`src/rtl/mvm_row_sequencer.sv`:
```
`default_nettype none
// ============================================================================
//  Module      : mvm_row_sequencer
//  Description : Control sequencer for a pipelined dot-product unit. Captures
//                one input vector, streams COL_M weight rows out of a
//                synchronous weight RAM (one row per cycle), follows each row
//                through the dot-product pipeline with a valid-tag shift
//                register, and assembles the scalar results into an output
//                vector that is offered over a valid/ready handshake.
//  Revision    : 1.0 - initial release
// ============================================================================
module mvm_row_sequencer #(
    parameter int ROW_N     = 8,
    parameter int LSTM_XLEN = 16,
    parameter int COL_M     = 8,
    parameter int ADDR_W    = 3,
    parameter int PIPE_LAT  = 2
) (
    input  logic                         clock,
    input  logic                         reset,
    input  logic                         start,
    input  logic [ROW_N*LSTM_XLEN-1:0]   vec_in,
    output logic                         busy,
    output logic                         w_rd_en,
    output logic [ADDR_W-1:0]            w_rd_addr,
    input  logic [ROW_N*LSTM_XLEN-1:0]   w_rd_data,
    output logic [ROW_N*LSTM_XLEN-1:0]   dp_input_vec,
    output logic [ROW_N*LSTM_XLEN-1:0]   dp_weight_row,
    input  logic [LSTM_XLEN-1:0]         dp_result,
    output logic [COL_M*LSTM_XLEN-1:0]   out_vec,
    output logic                         out_valid,
    input  logic                         out_ready
);

    // Counters must be able to represent COL_M itself.
    localparam int CNT_W = $clog2(COL_M + 1);
    localparam logic [CNT_W-1:0] LAST_ROW = CNT_W'(COL_M - 1);

    typedef enum logic [1:0] {
        S_IDLE  = 2'd0,
        S_ISSUE = 2'd1,
        S_DRAIN = 2'd2,
        S_HOLD  = 2'd3
    } state_t;

    state_t                        state_q;
    logic [CNT_W-1:0]              issue_cnt_q;
    logic [CNT_W-1:0]              cap_cnt_q;
    logic [PIPE_LAT:0]             tag_q;
    logic [PIPE_LAT:0]             tag_d;
    logic                          capture_d;
    logic                          busy_q;
    logic                          w_rd_en_q;
    logic [ADDR_W-1:0]             w_rd_addr_q;
    logic [ROW_N*LSTM_XLEN-1:0]    dp_input_vec_q;
    logic [COL_M*LSTM_XLEN-1:0]    out_vec_q;
    logic                          out_valid_q;

    // The RAM samples the address on the edge after w_rd_en_q is set, so the
    // registered read enable is exactly the "row entered the RAM" tag. After
    // 1+PIPE_LAT shifts the tag lines up with that row's dot-product result.
    always_comb begin
        tag_d    = tag_q << 1;
        tag_d[0] = w_rd_en_q;
        capture_d = tag_q[PIPE_LAT] && ((state_q == S_ISSUE) || (state_q == S_DRAIN));
    end

    // Sequencer FSM, tag pipe, result capture and all registered outputs.
    always_ff @(posedge clock) begin
        if (reset) begin
            state_q        <= S_IDLE;
            issue_cnt_q    <= '0;
            cap_cnt_q      <= '0;
            tag_q          <= '0;
            busy_q         <= 1'b0;
            w_rd_en_q      <= 1'b0;
            w_rd_addr_q    <= '0;
            dp_input_vec_q <= '0;
            out_vec_q      <= '0;
            out_valid_q    <= 1'b0;
        end else begin
            tag_q <= tag_d;

            // Results land in order, so the capture counter is the element index.
            if (capture_d) begin
                out_vec_q[cap_cnt_q*LSTM_XLEN +: LSTM_XLEN] <= dp_result;
                cap_cnt_q <= cap_cnt_q + 1'b1;
            end

            case (state_q)
                S_IDLE: begin
                    if (start) begin
                        dp_input_vec_q <= vec_in;
                        issue_cnt_q    <= '0;
                        cap_cnt_q      <= '0;
                        w_rd_en_q      <= 1'b1;
                        w_rd_addr_q    <= '0;
                        busy_q         <= 1'b1;
                        state_q        <= S_ISSUE;
                    end
                end
                S_ISSUE: begin
                    // Row issue_cnt_q is on the RAM port this cycle.
                    if (issue_cnt_q == LAST_ROW) begin
                        w_rd_en_q <= 1'b0;
                        state_q   <= S_DRAIN;
                    end else begin
                        issue_cnt_q <= issue_cnt_q + 1'b1;
                        w_rd_addr_q <= ADDR_W'(issue_cnt_q + 1'b1);
                    end
                end
                S_DRAIN: begin
                    // The last result capture completes the vector.
                    if (capture_d && (cap_cnt_q == LAST_ROW)) begin
                        out_valid_q <= 1'b1;
                        state_q     <= S_HOLD;
                    end
                end
                S_HOLD: begin
                    if (out_ready) begin
                        out_valid_q <= 1'b0;
                        busy_q      <= 1'b0;
                        state_q     <= S_IDLE;
                    end
                end
                default: begin
                    state_q <= S_IDLE;
                end
            endcase
        end
    end

    assign busy          = busy_q;
    assign w_rd_en       = w_rd_en_q;
    assign w_rd_addr     = w_rd_addr_q;
    assign dp_input_vec  = dp_input_vec_q;
    assign dp_weight_row = w_rd_data;
    assign out_vec       = out_vec_q;
    assign out_valid     = out_valid_q;

endmodule
`default_nettype wire

```
`config.mk`:
```
export PLATFORM = sky130hd
export DESIGN_NAME = mvm_row_sequencer
export DESIGN_NICKNAME = d
export VERILOG_FILES = /design/src/rtl/mvm_row_sequencer.sv
export SDC_FILE = /design/constraint.sdc
export NUM_CORES = 1
export LEC_CHECK = 0
export BUFFER_PORTS_ARGS = -buffer_cell sky130_fd_sc_hd__buf_4
export CAP_MARGIN = 15
export CORE_AREA = 4 4 260 262
export DETAILED_ROUTE_END_ITERATION = 7
export DIE_AREA = 0 0 264 266
export MAX_ROUTING_LAYER = met4
export PLACE_DENSITY = 0.46
export SETUP_SLACK_MARGIN = 0.05
export SYNTH_ARGS = -nofsm -noshare
export SYNTH_HDL_FRONTEND = slang
export SYNTH_SLANG_ARGS = --single-unit
export TNS_END_PERCENT = 100
```
`constraint.sdc`:
```
create_clock -name clock -period 3.3 [get_ports clock]
set_input_delay 0.33 -clock clock [delete_from_list [all_inputs] [get_ports clock]]
set_output_delay 0.33 -clock clock [all_outputs]
set_load 0.02 [all_outputs]
```
# == Yosys cells after proc, flatten, opt, wreduce, memory -nomap -nowiden ==
# Index checks and enable logic that the tools add are counted.
# totals
register_bits,275
input_bits,276
# op_classes
mux,22
add_sub_neg,3
eq_ne,10
n_reduce_logical,13
shifts,2
# op_table
operator,n
bitwise mux 128 bit,1
variable shift 16 x 34 -> 128 bit (first input constant),1
variable part select 16 x 34 -> 128 bit,1
negator 8 -> 34 bit,1
two-way mux 4 bit,5
AND reduction 3 bit,4
adder 4 x 1 -> 4 bit (second input constant),2
== test 4 x 3 -> 1 bit (second input constant),2
two-way mux 2 bit,4
one-hot mux 2 bit (4 select lines),1
one-hot mux 4 bit (2 select lines),1
two-way mux 3 bit,2
!= test 2 bit (second input constant),3
one-hot mux 1 bit (2 select lines),3
one-hot mux 3 bit (2 select lines),1
nonzero test 2 bit,3
== test 2 bit (second input constant),2
two-way mux 1 bit,4
!= test 2 x 1 -> 1 bit (second input constant),2
AND reduction 4 bit,1
== test 2 x 1 -> 1 bit (second input constant),1
logical AND 1 bit,2
logical NOT 2 bit,1
AND reduction 2 bit,1
logical OR 1 bit,1

# == Depth between registers and ports, before layout ==
# Gate-level depths: netlist (run 1).
# depth
ltp_word,6
ltp_mapped,9
mapped_depth_nobuf,6

# == Least setup slack after synthesis (run 1) ==
# Ideal clock, no wire load.
# synth_path
path_kind,register -> register
start,reg cap_cnt_q[0]
end,reg out_vec_q[70] (netlist: out_vec[70])
required_ps,3168
setup_time_ps,132
path_slack_ps,1028
stages_incl_launch_ff,9
arrival_time_ps,2140
synth_period_minus_slack_ps,2272
cell_sequence,dfxtp_1 inv_1 ha_1 nand3b_4 or4b_1 buf_2 buf_6 o21ai_0 a21oi_1
# synth_via
elab_chain_cells,3
elab_cells_between_ends,4
# synth_rtl
element,line_no,source
"start, declared",48,logic [CNT_W-1:0] cap_cnt_q;
"start signal, assigned",87,cap_cnt_q <= cap_cnt_q + 1'b1;
negator 8 -> 34 bit (*),86,out_vec_q[cap_cnt_q*LSTM_XLEN +: LSTM_XLEN] <= dp_result;
variable part select 16 x 34 -> 128 bit or variable shift 16 x 34 -> 128 bit (tied branches),86,
bitwise mux 128 bit (*),86,
"end signal, assigned by index",86,
"end, declared",56,logic [COL_M*LSTM_XLEN-1:0] out_vec_q;
# Every way passes the cells marked *; elsewhere a longest branch is shown, timed or not.
# A chain may end at the register's enable or synchronous reset.

# == Worst setup path in the final report (run 1) ==
# layout_path
start,reg cap_cnt_q[0]
end,reg out_vec_q[27] (netlist: out_vec[27])
# The elaborated chain is that of the path after synthesis.

==> metrics.md, run 1 <==
| Metric | Value |
|---|---|
| RSZ-0062 raised after global routing | `no` |
| Hold Path Class | `in2reg` |
| Global route hottest layer | `met2` |
| Initial antenna violation count | `1` |
| Power Density | `621 nW/um^2` |
| Grt met1 use | `15.0%` |
| Total gr overflow | `0` |
| Final Power | `9.80 mW` |
| Final Cycle Share | `84.0%` |
| Rel. slew slack | `25.4%` |
| FILL cells | `7212` |
| DIE AREA | `70200 um^2` |
| Syn Area/Cell | `8.07 um^2` |
| Synth warn | `0` |
| Commonest cells in the synthesized netlist | `359 x nand2_1, 272 x dfxtp_1, 246 x a21oi_1` |
| Avg Vias per Cell | `4.09` |
| Status | `completed` |
| Final Util | `24.1%` |
| EDFF count, synth | `0` |
| Post-CTS Setup Bufs | `0` |
| DRT antenna net count | `0` |
| FFs w/ async S/R, synth | `0%` |
| Synthesized net count | `1664` |
| # rows | `94` |
| Post-synthesis cell area | `11100 um^2` |
| Largest net degree at the start of global routing | `126` |
| Clock latency on the worst-skew pair | `0.53 ns` |
| Layout cells sized above 1 | `29.3%` |
| Hold slack | `0.0584 ns` |
| Placed inst area | `14100 um^2` |
| Period minus WS final | `2.77 ns` |
| Routed wire length | `45700 um` |
| Die W | `264 um` |
| Max rail drop VDD | `0.412 mV` |
| Die Y-Extent | `266 um` |
| Max capacitance violation total | `0` |
| Fin cells | `2562` |
| Port bufs | `409` |
| Crit path max fanout | `11` |
| Global-route track usage on met3 | `4.28%` |
| Detailed Place HPWL | `32900 um` |
| Pre-antenna DRT Iters | `5` |
| Max Buffers Root-to-Sink | `3` |
| Worst-path clk slew | `0.06 ns` |
| Total clock sinks | `272` |
| Boundary pin count | `666` |
| Synthesized flop and latch total | `272` |
| First-pass GRT wire length | `65600 um` |
| Via count | `10500` |
| Worst reg-to-reg setup slack | `0.53 ns` |
| Top cells by area, synth | `dfxtp_1 49%, nand2_1 12%, a21oi_1 11%, buf_4 9.2%, nand3_1 4.8%` |
| DRC | `0` |
| GR Util All Layers | `12.5%` |
| Post-synth top area cell | `dfxtp_1` |
| Worst Setup Path Type | `reg2reg` |
| CTS tree | `yes` |
| CP Capture Type | `register` |
| Clock Tree Root | `clkbuf_16` |
| Placement Setup Slack | `0.454 ns` |
| Final Slew Violations | `0` |
| Final clock skew | `0.0227 ns` |
| Seq/Total Area, Yosys | `49.0%` |
| WP data arrival | `3.18 ns` |
| Syn-to-layout area delta | `42.1%` |
| Fmax | `361 MHz` |
| Starting DRT DRC Count | `661` |
| Setup TNS | `0 ns` |
| Nets | `1963` |
| CTS H-tree lvls | `2` |
| Leak Pwr | `6.46 nW` |
| PnR worst setup slack | `0.526 ns` |
| WP data required | `3.71 ns` |
| Placer Congestion | `0.818` |
| Fin area | `15800 um^2` |
| Yosys top cell area share | `49.0%` |
| CP startpoint kind | `register` |
| Setup violations, final | `0` |
| Global Route met2 Usage | `19.4%` |
| Worst Tran Pin Value | `1.11 ns` |
| Diodes inserted | `0` |
| Placed Cells | `2438` |
| Vias in the first global route | `10200` |
| Count leader, synth | `nand2_1` |
| CORE AREA | `65400 um^2` |
| WL/cell | `17.8 um` |
| Final Hold Vio Count | `0` |
| CTS Buf Count | `36` |
| Post-Syn Instances | `1376` |
| Post-synth top flop | `dfxtp_1` |
| Netlist cell types | `44` |
| Initial Util | `17.0%` |
## sequential cells by signal (all words and copies together), names as in the netlist
signal and flops:
tag_q 3, out_vec 128, dp_input_vec 128, issue_cnt_q 4, out_valid 1, cap_cnt_q 4
w_rd_en 1, state_q 2, busy 1
## cells in the final DEF, fill, tap and decap left out, drive strengths merged, types with 17 or more instances in the layout
master,instances
a21oi,246
buf,439
clkbuf,56
dfxtp,272
dlygate4sd3,61
mux2i,17
nand2,359
nand3,107
nand4b,17
nor2,28
o21ai,18
## per-layer routing
metal  vias to the layer above  part of all wire [%]
met2                       403                    47
li1                       5000                     -
met1                      4959                    41
met5                         -                     0
met3                       110                   8.8
met4                         0                   3.3
## power by group
group | total (mW) | internal [mW] | switching (mW)
registers | 3.80 | 3.61 | 0.186
logic | 2.39 | 0.895 | 1.49
clock network | 3.62 | 2.13 | 1.49
total | 9.80 | 6.64 | 3.17
## final timing paths
check	depth (start not counted)	start	endpoint
hold reg to reg	2	dp_input_vec[62]	dp_input_vec[62]
setup reg to reg	7	cap_cnt_q[0]	out_vec[27]
hold / removal	3	vec_in[46]	dp_input_vec[46]
setup / recovery	7	cap_cnt_q[0]	out_vec[27]
## layout make-up
| class | count | area, um^2 | share of cell area [%] |
|---|---|---|---|
| sequential | 272 | 5450 | 34.5 |
| multi-input combinational | 854 | 4200 | 26.6 |
| timing repair buffer | 501 | 3950 | 25.0 |
| tap | 864 | 1080 | 6.85 |
| clock buffer | 55 | 1020 | 6.48 |
| clock inverter | 6 | 50.0 | 0.317 |
| inverter | 10 | 37.5 | 0.238 |
## kinds of logic after synthesis
group	after synthesis	share of synthesized area (%)
compound gates	274	12.6
flops	272	49.0
simple gates	543	21.4
buf+inv	250	13.4
mux	18	1.63
fa+ha+maj	12	1.35
xor+xnor	7	0.552
## repair_timing
action | CTS | global route
resized for setup | 0 | 0
hold buffers | 61 | 0
endpoints found under the hold margin | 61 | 0
## worst max-delay path: stages (launching register included)
cell     delay (ns)
dfxtp_1        0.60
inv_1          0.25
ha_1           0.32
xnor2_1        0.45
nand3_1        0.53
buf_4          0.36
nand2_1        0.07
a21oi_1        0.06
Power figures use the tool's default switching activity.
==> run 2, diff against run 1 <==
- CORE_AREA: 4 4 260 262 -> 4 4 253 255
- DIE_AREA: 0 0 264 266 -> 0 0 257 259
- PLACE_DENSITY: 0.46 -> 0.49
- clock period: 3.3 -> 2.4 ns (I/O delays scaled with it)
==> metrics.md, run 2 (synthesized netlist as in run 1, its figures left out) <==
| Metric | Value |
|---|---|
| Status | `completed` |
| Worst Setup Path Type | `reg2reg` |
| Worst Tran Pin Value | `0.736 ns` |
| Fin cells | `2626` |
| Pre-antenna DRT Iters | `5` |
| DIE AREA | `66600 um^2` |
| Max capacitance violation total | `0` |
| Hold_sp | `dp_result[6]` |
| Worst R2R Start | `state_q[0]` |
| Via count | `10900` |
| Footprint of the multi-input gates | `4220 um^2` |
| CP Capture Type | `register` |
| Starting DRT DRC Count | `543` |
| Clock latency on the worst-skew pair | `0.54 ns` |
| Post-CTS Setup Bufs | `0` |
| Diodes inserted | `0` |
| FILL cells | `6623` |
| Boundary pin count | `666` |
| Initial antenna violation count | `0` |
| CTS Buf Count | `36` |
| RSZ-0062 raised after global routing | `no` |
| Hold Path Class | `in2reg` |
| Commonest non-fill, non-tap cell in the layout | `buf_4` |
| Hold slack | `0.0473 ns` |
| Final Util | `27.3%` |
| Clock Tree Root | `clkbuf_16` |
| Die Y-Extent | `259 um` |
| WP data required | `2.85 ns` |
| DRT antenna net count | `0` |
| Initial Util | `18.0%` |
| Slowest CP cell | `nor2_2` |
| WP data arrival | `2.64 ns` |
| Vias in the first global route | `11000` |
| Final Slew Violations | `0` |
| Layout cells sized above 1 | `29.7%` |
| Worst Setup SP | `state_q[0]` |
| Period minus WS final | `2.19 ns` |
| CORE AREA | `61600 um^2` |
| DRC | `0` |
| Max rail drop VDD | `0.515 mV` |
| CP startpoint kind | `register` |
| Crit path max fanout | `16` |
| Final Hold Vio Count | `0` |
| Max Buffers Root-to-Sink | `3` |
| CTS H-tree lvls | `2` |
| Final clock skew | `0.0137 ns` |
| Leak Pwr | `6.97 nW` |
| Register area | `5450 um^2` |
| CP peak stage delay | `0.60 ns` |
| Detailed Place HPWL | `32400 um` |
| Nets | `2050` |
| First-pass GRT wire length | `66900 um` |
| Rel. slew slack | `50.8%` |
| Power Density | `854 nW/um^2` |
| Fmax | `457 MHz` |
| GR Util All Layers | `13.3%` |
| Largest net degree at the start of global routing | `88` |
| WL/cell | `17.4 um` |
| Fin area | `16800 um^2` |
| Placed inst area | `14300 um^2` |
| Worst-path clk slew | `0.06 ns` |
| Most frequent cells in the layout | `450 x buf_4, 358 x nand2_1, 271 x dfxtp_1` |
| Routed wire length | `45700 um` |
| CTS tree | `yes` |
| Port bufs | `409` |
| Final Cycle Share | `91.2%` |
| Total gr overflow | `0` |
| Total clock sinks | `272` |
| Die W | `257 um` |
| Worst reg-to-reg setup slack | `0.21 ns` |
| Placed Cells | `2432` |
| CP Cell Sequence | `inv_1 > ha_1 > nand4_1 > nor2_2 > nand3_1 > a21oi_1` |
| Setup TNS | `0 ns` |
| Placer Congestion | `0.798` |
| Setup violations, final | `0` |
| # rows | `91` |
| Syn-to-layout area delta | `51.5%` |
| Avg Vias per Cell | `4.15` |
## run 2: cell types whose count changed in the layout (fill, tap and decap cells not counted), moves of 5 or more
cell,change
buf_12,+6
buf_4,+14
dlygate4sd3_1,+67
bufinv_16,+5
clkinv_2,+5
clkbuf_1,-7
## run 2: final cells by class
| type | count | area share (%) |
|---|---|---|
| inverter | 10 | 0.223 |
| clock buffer | 49 | 6.07 |
| tap | 837 | 6.22 |
| sequential | 272 | 32.4 |
| timing repair buffer | 587 | 28.7 |
| multi-input combinational | 855 | 25.1 |
| clock inverter | 16 | 1.30 |
## run 2: path summary, 6_finish.rpt
check                  to  cells after the start
max           out_vec[36]                      6
min          out_vec[102]                      3
max reg2reg   out_vec[36]                      6
min reg2reg      tag_q[1]                      1
## run 2: critical path: cells and delay by family, from the launching register on
family          cells  cell delay [ns]
flops               1             0.39
buf+inv             1             0.11
fa+ha+maj           1             0.50
simple gates        3             0.94
compound gates      1             0.18
## run 2: per-stage QoR
stage / total power [mW] / worst slack (ns)
floorplan: 7.41 / 0.128
global placement: 8.61 / -0.0205
detailed placement: 8.65 / -0.135
CTS: 14.7 / 0.0565
global route: 15.1 / 0.0681
finish: 14.4 / 0.212
## run 2: routing by layer
metal / wire (um) / GRT usage [%]
met1: 18200 / 15.1
met2: 22300 / 21.9
met3: 3530 / 4.06
met4: 1730 / 5.35
met5: 0 / -
## run 2: timing repair
| action | in CTS | in global routing |
|---|---|---|
| resized for setup | 2 | 2 |
| setup endpoints to repair | 40 | 31 |
| pin swaps | 0 | 0 |
| endpoints found under the hold margin | 128 | 0 |
| hold buffers | 128 | 0 |
| cloned | 0 | 1 |
## run 2: power breakdown
group | switching (mW) | internal (mW)
logic | 2.07 | 1.40
registers | 0.246 | 4.96
clock network | 2.16 | 3.53
total | 4.48 | 9.90
==> run 3, diff against run 2 <==
- ABC_AREA: default -> 1
- BUFFER_PORTS_ARGS: -buffer_cell sky130_fd_sc_hd__buf_4 -> -buffer_cell sky130_fd_sc_hd__buf_2
- CORE_AREA: 4 4 253 255 -> 4 4 255 257
- DIE_AREA: 0 0 257 259 -> 0 0 259 261
- PLACE_DENSITY: 0.49 -> 0.5
==> metrics.md, run 3 <==
| Metric | Value |
|---|---|
| Crit Reg-Reg Endpoint | `out_vec[31]` |
| Clock Tree Root | `clkbuf_16` |
| WL/cell | `16.7 um` |
| CTS H-tree lvls | `2` |
| CP startpoint kind | `register` |
| CP Capture Type | `register` |
| CTS tree | `yes` |
| Syn Area/Cell | `7.36 um^2` |
| First-pass GRT wire length | `67500 um` |
| Worst Setup Path Type | `reg2reg` |
| Layout cells sized above 1 | `27.2%` |
| Avg Vias per Cell | `3.91` |
| RSZ-0062 raised after global routing | `no` |
| Max capacitance violation total | `0` |
| Fin cells | `2826` |
| Hold depth | `3` |
| Initial Util | `18.4%` |
| Largest net degree at the start of global routing | `71` |
| Post-synth top flop | `dfxtp_1` |
| Max Buffers Root-to-Sink | `3` |
| Post-CTS Setup Bufs | `0` |
| Top cells by area, synth | `dfxtp_1 47%, nor2_1 15%, o21ai_0 10%, buf_4 8.6%, nand2_1 4.2%` |
| Count leader, synth | `nor2_1` |
| Slowest CP cell | `dfxtp_1` |
| CP peak stage delay | `0.36 ns` |
| # rows | `92` |
| Syn-to-layout area delta | `38.7%` |
| Setup TNS | `0 ns` |
| Via count | `11000` |
| Worst Tran Pin Value | `0.556 ns` |
| Crit path buffers/inverters | `4` |
| Post-synth top area cell | `dfxtp_1` |
| EDFF count, synth | `0` |
| Final clock skew | `0.0263 ns` |
| DIE AREA | `67600 um^2` |
| DRT antenna net count | `0` |
| Clock latency on the worst-skew pair | `0.54 ns` |
| Synth warn | `0` |
| WP data arrival | `2.57 ns` |
| Hold slack | `0.0459 ns` |
| Synthesized flop and latch total | `272` |
| GR Util All Layers | `13.5%` |
| Starting DRT DRC Count | `659` |
| DRC | `0` |
| Commonest non-fill, non-tap cell in the layout | `nor2_1` |
| Die W | `259 um` |
| Status | `completed` |
| PnR worst setup slack | `0.272 ns` |
| Setup violations, final | `0` |
| Final Cycle Share | `88.6%` |
| CORE AREA | `62700 um^2` |
| Worst R2R Start | `state_q[0]` |
| Fmax | `470 MHz` |
| Hold_sp | `vec_in[51]` |
| Rel. slew slack | `62.8%` |
| Yosys top cell area share | `47.3%` |
| Total clock sinks | `272` |
| Worst-path clk slew | `0.06 ns` |
| Final Hold Vio Count | `0` |
| WP data required | `2.85 ns` |
| Die Y-Extent | `261 um` |
| Max rail drop VDD | `0.339 mV` |
| CTS Buf Count | `34` |
| Final Slew Violations | `0` |
| Seq/Total Area, Yosys | `47.3%` |
| Placed Cells | `2640` |
| Placement Setup Slack | `0.276 ns` |
| CP Cell Sequence | `inv_1 > ha_1 > nand2_1 > inv_2 > nand2_1 > nor2_1 > nand2_1 > inv_1 > buf_12 > o21ai_0 > a21oi_1` |
| Synthesized net count | `1853` |
| Vias in the first global route | `10500` |
| Commonest cells in the synthesized netlist | `467 x nor2_1, 272 x dfxtp_1, 230 x o21ai_0` |
| Hold Path Class | `in2reg` |
| Post-Syn Instances | `1565` |
| Most frequent cells in the layout | `467 x nor2_1, 409 x buf_2, 272 x dfxtp_1` |
| Routed wire length | `47300 um` |
| Netlist cell types | `33` |
| Boundary pin count | `666` |
| Leak Pwr | `7.99 nW` |
| Worst reg-to-reg setup slack | `0.27 ns` |
| Cell family with most CP delay | `buffers and inverters` |
| FFs w/ async S/R, synth | `0%` |
| Crit path max fanout | `14` |
| CP most frequent cell | `nand2_1` |
| Period minus WS final | `2.13 ns` |
| Initial antenna violation count | `8` |
| Post-synthesis cell area | `11500 um^2` |
| Worst r2r path cells | `11` |
| Hold Path End | `dp_input_vec[51]` |
| Nets | `2238` |
| Power Density | `889 nW/um^2` |
| Port bufs | `409` |
| Total gr overflow | `0` |
| Pre-antenna DRT Iters | `4` |
| Detailed Place HPWL | `35300 um` |
| Placer Congestion | `0.787` |
-- run 3: logic make-up (layout without fill, tap and decap cells) --
kind of cell / Yosys count / after routing / share of synthesized area [%]
simple gates: 667 / 667 / 23.2
flops: 272 / 272 / 47.3
fa+ha+maj: 12 / 12 / 1.30
xor+xnor: 1 / 1 / 0.0761
buf+inv: 329 / 736 / 15.5
compound gates: 284 / 284 / 12.6
other cells: 0 / 8 / 0
-- run 3: worst max path at each step --
stage,start,end,depth (start not counted),slack [ns]
3_5_place_dp,state_q[0],out_vec[79],10,0.28
5_1_grt,cap_cnt_q[1],out_vec[11],11,0.08
6_report,state_q[0],out_vec[31],11,0.27
2_1_floorplan,cap_cnt_q[0],out_vec[13],15,0.11
3_3_place_gp,state_q[0],out_vec[79],10,0.27
4_1_cts,state_q[0],out_vec[79],10,0.26
-- run 3: metrics by stage --
stage,power (mW),util (%),area [um^2]
floorplan,8.04,-,11500
global placement,9.13,21.8,13700
detailed placement,9.15,21.8,13700
CTS,14.5,25.4,16000
global route,15.1,25.5,16000
finish,14.2,25.5,16000
-- run 3: timing repair --
action | CTS | global route
hold endpoints to repair | 121 | 0
gates resized for setup | 0 | 0
hold buffers | 120 | 0
-- run 3: area by class of cell --
| class | count | area (um^2) |
|---|---|---|
| Antenna cell | 8 | 20.0 |
| Clock buffer | 45 | 962 |
| Clock inverter | 13 | 123 |
| Fill cell | 6939 | 46800 |
| Inverter | 105 | 404 |
| Multi-Input combinational cell | 964 | 4290 |
| Sequential cell | 272 | 5450 |
| Tap cell | 846 | 1060 |
| Timing Repair Buffer | 573 | 3670 |
-- run 3: worst reg2reg max path, stage by stage (launching register included) --
cell and delay (ns):
dfxtp_1 0.36, inv_1 0.11, ha_1 0.31, nand2_1 0.13
inv_2 0.13, nand2_1 0.15, nor2_1 0.16, nand2_1 0.09
inv_1 0.23, buf_12 0.17, o21ai_0 0.07, a21oi_1 0.14
-- run 3: routing by layer --
metal  routed length (um)  vias to the layer above  GRT usage (%)
met5                    0                        -              -
met4                 1450                        0           4.42
met3                 4610                       75           5.63
met2                21400                      475           21.5
met1                19800                     4897           15.5
li1                     -                     5594              -
-- run 3: where the power goes --
group / switching, mW / internal (mW)
combinational: 2.41 / 1.26
sequential: 0.308 / 5.18
clock: 2.12 / 2.94
